**src/rtl/lockstep_divergence_monitor.sv**
```systemverilog
// Lockstep divergence monitor.
// Compares the ROB enqueue streams of a DUT core and a variant core lane by lane.
// It latches the first divergence (cycle and lowest failing lane), then counts
// commits until both cores have committed DONE_INST or a programmable timeout
// expires. Reset is expected to be deasserted synchronously to clock by the
// surrounding testbench top.
module lockstep_divergence_monitor #(
    parameter int                LANES     = 2,
    parameter int                INST_W    = 32,
    parameter logic [INST_W-1:0] DONE_INST = 32'h00302013,
    parameter int                CNT_W     = 32
) (
    input  logic                      clock,
    input  logic                      reset,
    input  logic                      clear,
    input  logic [CNT_W-1:0]          timeout_limit,
    input  logic [LANES-1:0]          dut_enq_valid,
    input  logic [LANES*INST_W-1:0]   dut_enq_inst,
    input  logic [LANES-1:0]          vnt_enq_valid,
    input  logic [LANES*INST_W-1:0]   vnt_enq_inst,
    input  logic [LANES-1:0]          dut_cmt_valid,
    input  logic [LANES*INST_W-1:0]   dut_cmt_inst,
    input  logic [LANES-1:0]          vnt_cmt_valid,
    input  logic [LANES*INST_W-1:0]   vnt_cmt_inst,
    output logic                      in_sync,
    output logic [$clog2(LANES):0]    div_lane,
    output logic [CNT_W-1:0]          div_cycle,
    output logic [CNT_W-1:0]          dut_commits,
    output logic [CNT_W-1:0]          vnt_commits,
    output logic                      dut_done,
    output logic                      vnt_done,
    output logic                      finished,
    output logic                      timed_out
);

    localparam int LW = $clog2(LANES) + 1;

    typedef enum logic [1:0] {
        SYNC     = 2'd0,
        DIVERGED = 2'd1,
        DONE     = 2'd2,
        TIMEOUT  = 2'd3
    } state_t;

    state_t            state;
    state_t            state_nx;

    logic [CNT_W-1:0]  cycle_cnt;
    logic [CNT_W-1:0]  elapsed;
    logic [CNT_W:0]    elapsed_inc;

    logic [LANES-1:0]  lane_mismatch;
    logic              any_mismatch;
    logic [LW-1:0]     first_lane;

    logic              dut_hit;
    logic              vnt_hit;
    logic              dut_done_nx;
    logic              vnt_done_nx;
    logic              timeout_hit;

    // Saturating add: clamps at all-ones instead of wrapping.
    function automatic logic [CNT_W-1:0] sat_add(input logic [CNT_W-1:0] a,
                                                 input logic [CNT_W-1:0] b);
        logic [CNT_W:0] sum;
        sum = {1'b0, a} + {1'b0, b};
        return sum[CNT_W] ? {CNT_W{1'b1}} : sum[CNT_W-1:0];
    endfunction

    // Number of set valid bits, widened to counter width.
    function automatic logic [CNT_W-1:0] popcount(input logic [LANES-1:0] v);
        logic [CNT_W-1:0] n;
        n = '0;
        for (int i = 0; i < LANES; i++) begin
            n = n + CNT_W'(v[i]);
        end
        return n;
    endfunction

    // True when any valid commit lane carries the end-of-run marker.
    function automatic logic has_marker(input logic [LANES-1:0]        v,
                                        input logic [LANES*INST_W-1:0] inst);
        logic hit;
        hit = 1'b0;
        for (int i = 0; i < LANES; i++) begin
            if (v[i] && (inst[i*INST_W +: INST_W] == DONE_INST)) begin
                hit = 1'b1;
            end
        end
        return hit;
    endfunction

    // Per-lane enqueue compare; instructions only matter when both lanes are valid.
    always_comb begin
        lane_mismatch = '0;
        for (int i = 0; i < LANES; i++) begin
            lane_mismatch[i] = (dut_enq_valid[i] != vnt_enq_valid[i]) ||
                               (dut_enq_valid[i] &&
                                (dut_enq_inst[i*INST_W +: INST_W] !=
                                 vnt_enq_inst[i*INST_W +: INST_W]));
        end
    end

    // Priority-encode the lowest mismatching lane.
    always_comb begin
        first_lane = '0;
        for (int i = LANES - 1; i >= 0; i--) begin
            if (lane_mismatch[i]) begin
                first_lane = LW'(i);
            end
        end
    end

    assign any_mismatch = |lane_mismatch;
    assign dut_hit      = has_marker(dut_cmt_valid, dut_cmt_inst);
    assign vnt_hit      = has_marker(vnt_cmt_valid, vnt_cmt_inst);
    assign dut_done_nx  = dut_done | dut_hit;
    assign vnt_done_nx  = vnt_done | vnt_hit;
    assign elapsed_inc  = {1'b0, elapsed} + (CNT_W+1)'(1);
    assign timeout_hit  = (timeout_limit != '0) &&
                          (elapsed_inc == {1'b0, timeout_limit});

    // Next-state logic; completion beats timeout, clear beats everything.
    always_comb begin
        state_nx = state;
        case (state)
            SYNC: begin
                if (any_mismatch) begin
                    state_nx = DIVERGED;
                end
            end
            DIVERGED: begin
                if (dut_done_nx && vnt_done_nx) begin
                    state_nx = DONE;
                end else if (timeout_hit) begin
                    state_nx = TIMEOUT;
                end
            end
            default: begin
                state_nx = state;
            end
        endcase
        if (clear) begin
            state_nx = SYNC;
        end
    end

    // State register.
    always_ff @(posedge clock or negedge reset) begin
        if (!reset) begin
            state <= SYNC;
        end else begin
            state <= state_nx;
        end
    end

    // Counters and latched divergence/completion status; frozen in terminal states.
    always_ff @(posedge clock or negedge reset) begin
        if (!reset) begin
            cycle_cnt   <= '0;
            elapsed     <= '0;
            in_sync     <= 1'b1;
            div_lane    <= '0;
            div_cycle   <= '0;
            dut_commits <= '0;
            vnt_commits <= '0;
            dut_done    <= 1'b0;
            vnt_done    <= 1'b0;
        end else if (clear) begin
            cycle_cnt   <= '0;
            elapsed     <= '0;
            in_sync     <= 1'b1;
            div_lane    <= '0;
            div_cycle   <= '0;
            dut_commits <= '0;
            vnt_commits <= '0;
            dut_done    <= 1'b0;
            vnt_done    <= 1'b0;
        end else begin
            cycle_cnt <= sat_add(cycle_cnt, CNT_W'(1));
            case (state)
                SYNC: begin
                    if (any_mismatch) begin
                        in_sync   <= 1'b0;
                        div_lane  <= first_lane;
                        div_cycle <= cycle_cnt;
                        elapsed   <= '0;
                    end
                end
                DIVERGED: begin
                    dut_commits <= sat_add(dut_commits, popcount(dut_cmt_valid));
                    vnt_commits <= sat_add(vnt_commits, popcount(vnt_cmt_valid));
                    dut_done    <= dut_done_nx;
                    vnt_done    <= vnt_done_nx;
                    elapsed     <= sat_add(elapsed, CNT_W'(1));
                end
                default: begin
                    elapsed <= elapsed;
                end
            endcase
        end
    end

    assign finished  = (state == DONE);
    assign timed_out = (state == TIMEOUT);

endmodule

```
**config.mk**
```make
export PLATFORM = sky130hd
export DESIGN_NAME = lockstep_divergence_monitor
export DESIGN_NICKNAME = d
export VERILOG_FILES = /design/src/rtl/lockstep_divergence_monitor.sv
export SDC_FILE = /design/constraint.sdc
export NUM_CORES = 1
export LEC_CHECK = 0
export CORE_AREA = 2 2 194 149
export CTS_CLUSTER_DIAMETER = 200
export DETAILED_ROUTE_END_ITERATION = 8
export DIE_AREA = 0 0 196 151
export GPL_ROUTABILITY_DRIVEN = 0
export GPL_TIMING_DRIVEN = 0
export MAX_ROUTING_LAYER = met4
export PLACE_DENSITY = 0.75
export SYNTH_ARGS = -nofsm -noshare
export SYNTH_HDL_FRONTEND = slang
export SYNTH_SLANG_ARGS = --single-unit
```
**constraint.sdc**
```tcl
create_clock -name clock -period 2.5 [get_ports clock]
set_clock_uncertainty 0.05 [all_clocks]
set_input_delay 0.375 -clock clock [delete_from_list [all_inputs] [get_ports clock]]
set_output_delay 0.375 -clock clock [all_outputs]
set_load 0.01 [all_outputs]
```
Word-level counts from Yosys, hierarchy flattened
Cells that the tools add are included.
- $add $sub $neg: 6
- equal/unequal tests: 14
- multiplexer cells: 36
- bitwise logic cells: 2
- reduce and logical (&&, ||, !) cells: 20
- operators with widths (kind ; number):
    $mux 32 ; 14
    $eq 32x22->1 const B ; 4
    $add 32x1->33 const B ; 2
    $add 32x2->33 ; 2
    $ne 32x32->1 ; 2
    $pmux 32 s2 ; 1
    $eq 33x32->1 ; 1
    $reduce_bool 32->1 ; 1
    $mux 2 ; 8
    $mux 1 ; 12
    $logic_and 1x1->1 ; 8
    $reduce_bool 2->1 ; 3
    $add 1x1->2 ; 2
    $eq 2x2->1 const B ; 2
    $ne 4x4->1 const B ; 1
    $pmux 2 s2 ; 1
    $reduce_and 2->1 ; 2
    $ne 3x3->1 const B ; 1
    $reduce_and 3->1 ; 1
    $reduce_bool 3->1 ; 1
    $eq 2x1->1 const B ; 1
    $logic_not 2->1 ; 1
    $logic_or 1x1->1 ; 2
    $ne 1x1->1 ; 2
    other kinds (2) ; 3
- flip-flop bits (word level): 167
- input bits: 299
- output and inout bits: 103
- logic and storage cells: 88

Logic depth before layout (Yosys ltp)
- depth after elaboration: 9
- mapped depth: 12
- depth with buffers taken out: 11

Worst setup path after synthesis
No wires, ideal clock.
- path type: input-to-reg
- start: input vnt_cmt_valid[0]
- end: register vnt_commits[18]
- setup time: 0.099 ns
- data arrival time: 2.748 ns
- required time: 2.351 ns
- setup slack: -0.397 ns
- cell stages on the path: 12
- path through: inv_1 fa_1 inv_1 ha_1 nand2_1 or3_1 or4_1 buf_4 buf_6 a21oi_2 nor2_1 a311oi_1
- word-level cells in the longest chain between the ends: 5
- ends and longest elaborated chain (what ; RTL line ; text):
    start: declaration ; 23 ; input logic [LANES-1:0] vnt_cmt_valid,
    $add 1x1->2 ; 75 ; n = n + CNT_W'(v[i]);
    $add 32x2->33 ; 66 ; sum = {1'b0, a} + {1'b0, b};
    $mux 32 ; 67 ; return sum[CNT_W] ? {CNT_W{1'b1}} : sum[CNT_W-1:0];
    $mux 32 ; 181 ; case (state)
    $mux 32 ; 169 ; end else if (clear) begin
    end signal: assignment ; 192 ; vnt_commits <= sat_add(vnt_commits, popcount(vnt_cmt_valid));
    end: declaration ; 29 ; output logic [CNT_W-1:0] vnt_commits,
Every way passes these cells. The select of a mux whose other input is x is not followed.
A chain may end at the register's enable or synchronous reset.

Worst setup path after layout
- start: register vnt_commits[0]
- end: register vnt_commits[20]
- word-level cells in the longest chain between the ends: 4
- ends and longest elaborated chain (what ; RTL line):
    $add 32x2->33 ; 66
    $mux 32 ; 67
    $mux 32 ; 181
    $mux 32 ; 169
Every way passes these cells. The select of a mux whose other input is x is not followed.

==> results.md <==
* Required time of the worst setup path at 2.80 ns
* Worst slew pin tran at 1.087 ns
* Setup crit end: vnt_commits[20]
* Critical Path Sink Type: flop
* Tot Pwr at 0.006782 W
* Die height at 151 um
* CTS tree: yes
* WL per Instance at 22.56 um
* Mapped cell area at 10,920 um2
* Pre-antenna DRT Iters at 7
* Yosys Warn Count at 0
* Row cnt at 53
* Die Area at 29,600 um2
* Root Driver: clkbuf_16
* Cell variety after synth at 77
* WP data arrival at 3.06 ns
* Total gr overflow at 0
* Crit-path max FO at 5
* Leak at 7.324 nW
* Share of layout cells above drive strength 1 at 19.50%
* Period utilization at 110.7%
* Failing checks: negative setup slack
* Path depth of the worst reg2reg path at 10
* First-iteration detailed-routing DRC count at 1,200
* Pre-CTS WS at -1.156 ns
* Reg-to-Reg Start: vnt_commits[0]
* Synth Register Bits at 166
* Largest cells by area after synthesis: dfrtp_1, xnor2_1, xor2_1
* Sink Count at 166
* Drt drc at 0
* Via count at 12.49k
* Detail Route Antenna Nets at 0
* R2R setup slack at -0.27 ns
* Unrepaired setup endpoints after global routing: yes
* Die Width at 196 um
* Yosys top cell by area: dfrtp_1
* HP Class: in -> async
* All-Layer GR Usage at 32.70%
* PD cells at 383.9 nW/um2
* DP Wirelength at 35,320 um
* Top FF cell, synth: dfrtp_1
* Tmin final at 2.767 ns
* I/O pin cnt at 402
* MaxCap Viol Count at 0
* CP Launch Point: vnt_commits[0]
* CTS buffer count at 17
* Largest net degree at the start of global routing at 88
* Initial antenna violation count at 4
* Fmax at 361.5 MHz
* Worst-path clk slew at 0.08 ns
* Commonest non-fill, non-tap cell in the layout: clkdlybuf4s50_1
* Setup Viol. Count Final at 47
* Worst setup SP type: flop
* Global-route wire length before repair at 71,660 um
* Vias per cell at 5.918
* Layout Nets at 2,041
* H-Tree Depth at 4
* Final Max Slew Viols at 0
* Ys async rst share at 100.0%
* Setup WS post-layout at -0.2665 ns
* Initial Utilization at 39.59%
* Outcome: complete, but fails checks
* Total wire length at 47,600 um
* Hold Vio Cnt, Final at 0
* Syn avg cell area at 8.736 um2
* Seq/Total Area, Yosys at 38.05%
* CP Class: reg -> reg
* Final Util at 64.05%
* Synthesized instance count at 1,250
* Clk buf depth at 2
* Commonest non-fill, non-tap cells in the layout: clkdlybuf4s50_1, dfrtp_1, nor2_1, a21oi_1, nand2_1
* Vias in the first global route at 12.30k
* Post-synth EDFFs at 0
* Synth top area share at 37.81%
* Peak VDD IR at 0.4225 mV
* Clk_lat worst skew at 0.44 ns
* Placed Cells at 2,008
* Placeable Area at 27,590 um2
* Rel. slew slack at 27.55%
* Fin cells at 2,110
* Area grow syn2layout at 61.79%
* Post-Syn Nets at 1,555
* IO Port Bufs at 400
* RR Endpoint: vnt_commits[20]
layer usage:
| layer | track usage, % | up-vias | wire, um |
|---|---|---|---|
| li1 | - | 5605 | - |
| met1 | 40.77 | 6085 | 19030 |
| met2 | 51.16 | 692 | 21940 |
| met3 | 7.504 | 104 | 4389 |
| met4 | 14.62 | 0 | 2241 |
| met5 | - | - | 0 |
how the worst min path moves through the flow:
stage	start	to	slack (ns)
after global routing	in_sync	in_sync	0.48
final	reset	dut_commits[13]	0.43
after global placement	vnt_commits[10]	vnt_commits[10]	0.45
after CTS	in_sync	in_sync	0.46
after detailed placement	reset	dut_commits[13]	0.37
after floorplan	reset	cycle_cnt[0]	0.03
state kept, by name, indices dropped and copies added (netlist names):
register     flops
div_lane         1
dut_commits     32
vnt_commits     32
elapsed         32
div_cycle       32
dut_done         1
in_sync          1
cycle_cnt       32
vnt_done         1
state            2
cell families after synthesis:
family | synth area share, %
simple gates | 25.42
compound gates | 17.30
flops | 38.05
xor+xnor | 10.11
buf+inv | 4.319
mux | 3.941
fa+ha+maj | 0.8250
other cells | 0.03434
layout make-up:
cell class / count / area [um2]
Tap cell: 357 / 446.7
Inverter: 29 / 111.4
Timing Repair Buffer: 473 / 4716
Fill cell: 2231 / 9918
Clock buffer: 19 / 442.9
Buffer: 68 / 518.0
Multi-Input combinational cell: 981 / 7137
Sequential cell: 166 / 4164
Clock inverter: 13 / 122.6
Antenna cell: 4 / 10.01
Yosys cell counts (8+ instances only):
master / count
a211oi_1: 26
a21oi_1: 99
a311oi_1: 14
a31oi_1: 28
and2_1: 8
and3_1: 28
and4_1: 12
buf_2: 15
clkbuf_1: 45
dfrtp_1: 165
inv_1: 29
mux2i_1: 43
nand2_1: 68
nand2b_1: 10
nand3_1: 61
nand4_1: 44
nor2_1: 133
nor3_1: 38
nor4_1: 50
nor4b_1: 10
o21ai_0: 38
o22a_1: 21
o31ai_1: 8
or3_1: 11
xnor2_1: 64
xor2_1: 62
through the flow:
stage	setup TNS, ns	hold WS, ns	area (um2)
2_1_floorplan	-3.570	0.02941	11010
3_3_place_gp	-1138.55	0.4474	15460
3_5_place_dp	-124.37	0.3678	15490
4_1_cts	-9.578	0.4616	17100
5_1_grt	-10.98	0.4806	17670
6_report	-5.157	0.4313	17670
power breakdown:
group	leakage [nW]	switching, W	internal, W	total, W
combinational	4.76	0.000669	0.000757	0.00143
sequential	2.29	0.0000304	0.00271	0.00274
clock	0.272	0.00120	0.00142	0.00262
worst max-delay path, cell delays in order, from the launching register on:
cell,delay (ns)
dfrtp_1,0.36
inv_2,0.04
fa_2,0.35
inv_2,0.09
ha_4,0.15
nand2_4,0.06
or3_4,0.39
or4_4,0.60
buf_8,0.17
a211o_1,0.28
a21oi_1,0.13
timing repair:
| item | CTS | global route |
|---|---|---|
| endpoints found under the hold margin | 79 | 0 |
| gates cloned | 8 | 0 |
| resized for setup | 207 | 183 |
| pin swaps | 55 | 84 |
| hold buffers | 1 | 0 |
| buffers inserted | 45 | 20 |
| endpoints found under the setup margin | 159 | 158 |
Power figures use the tool's default switching activity.
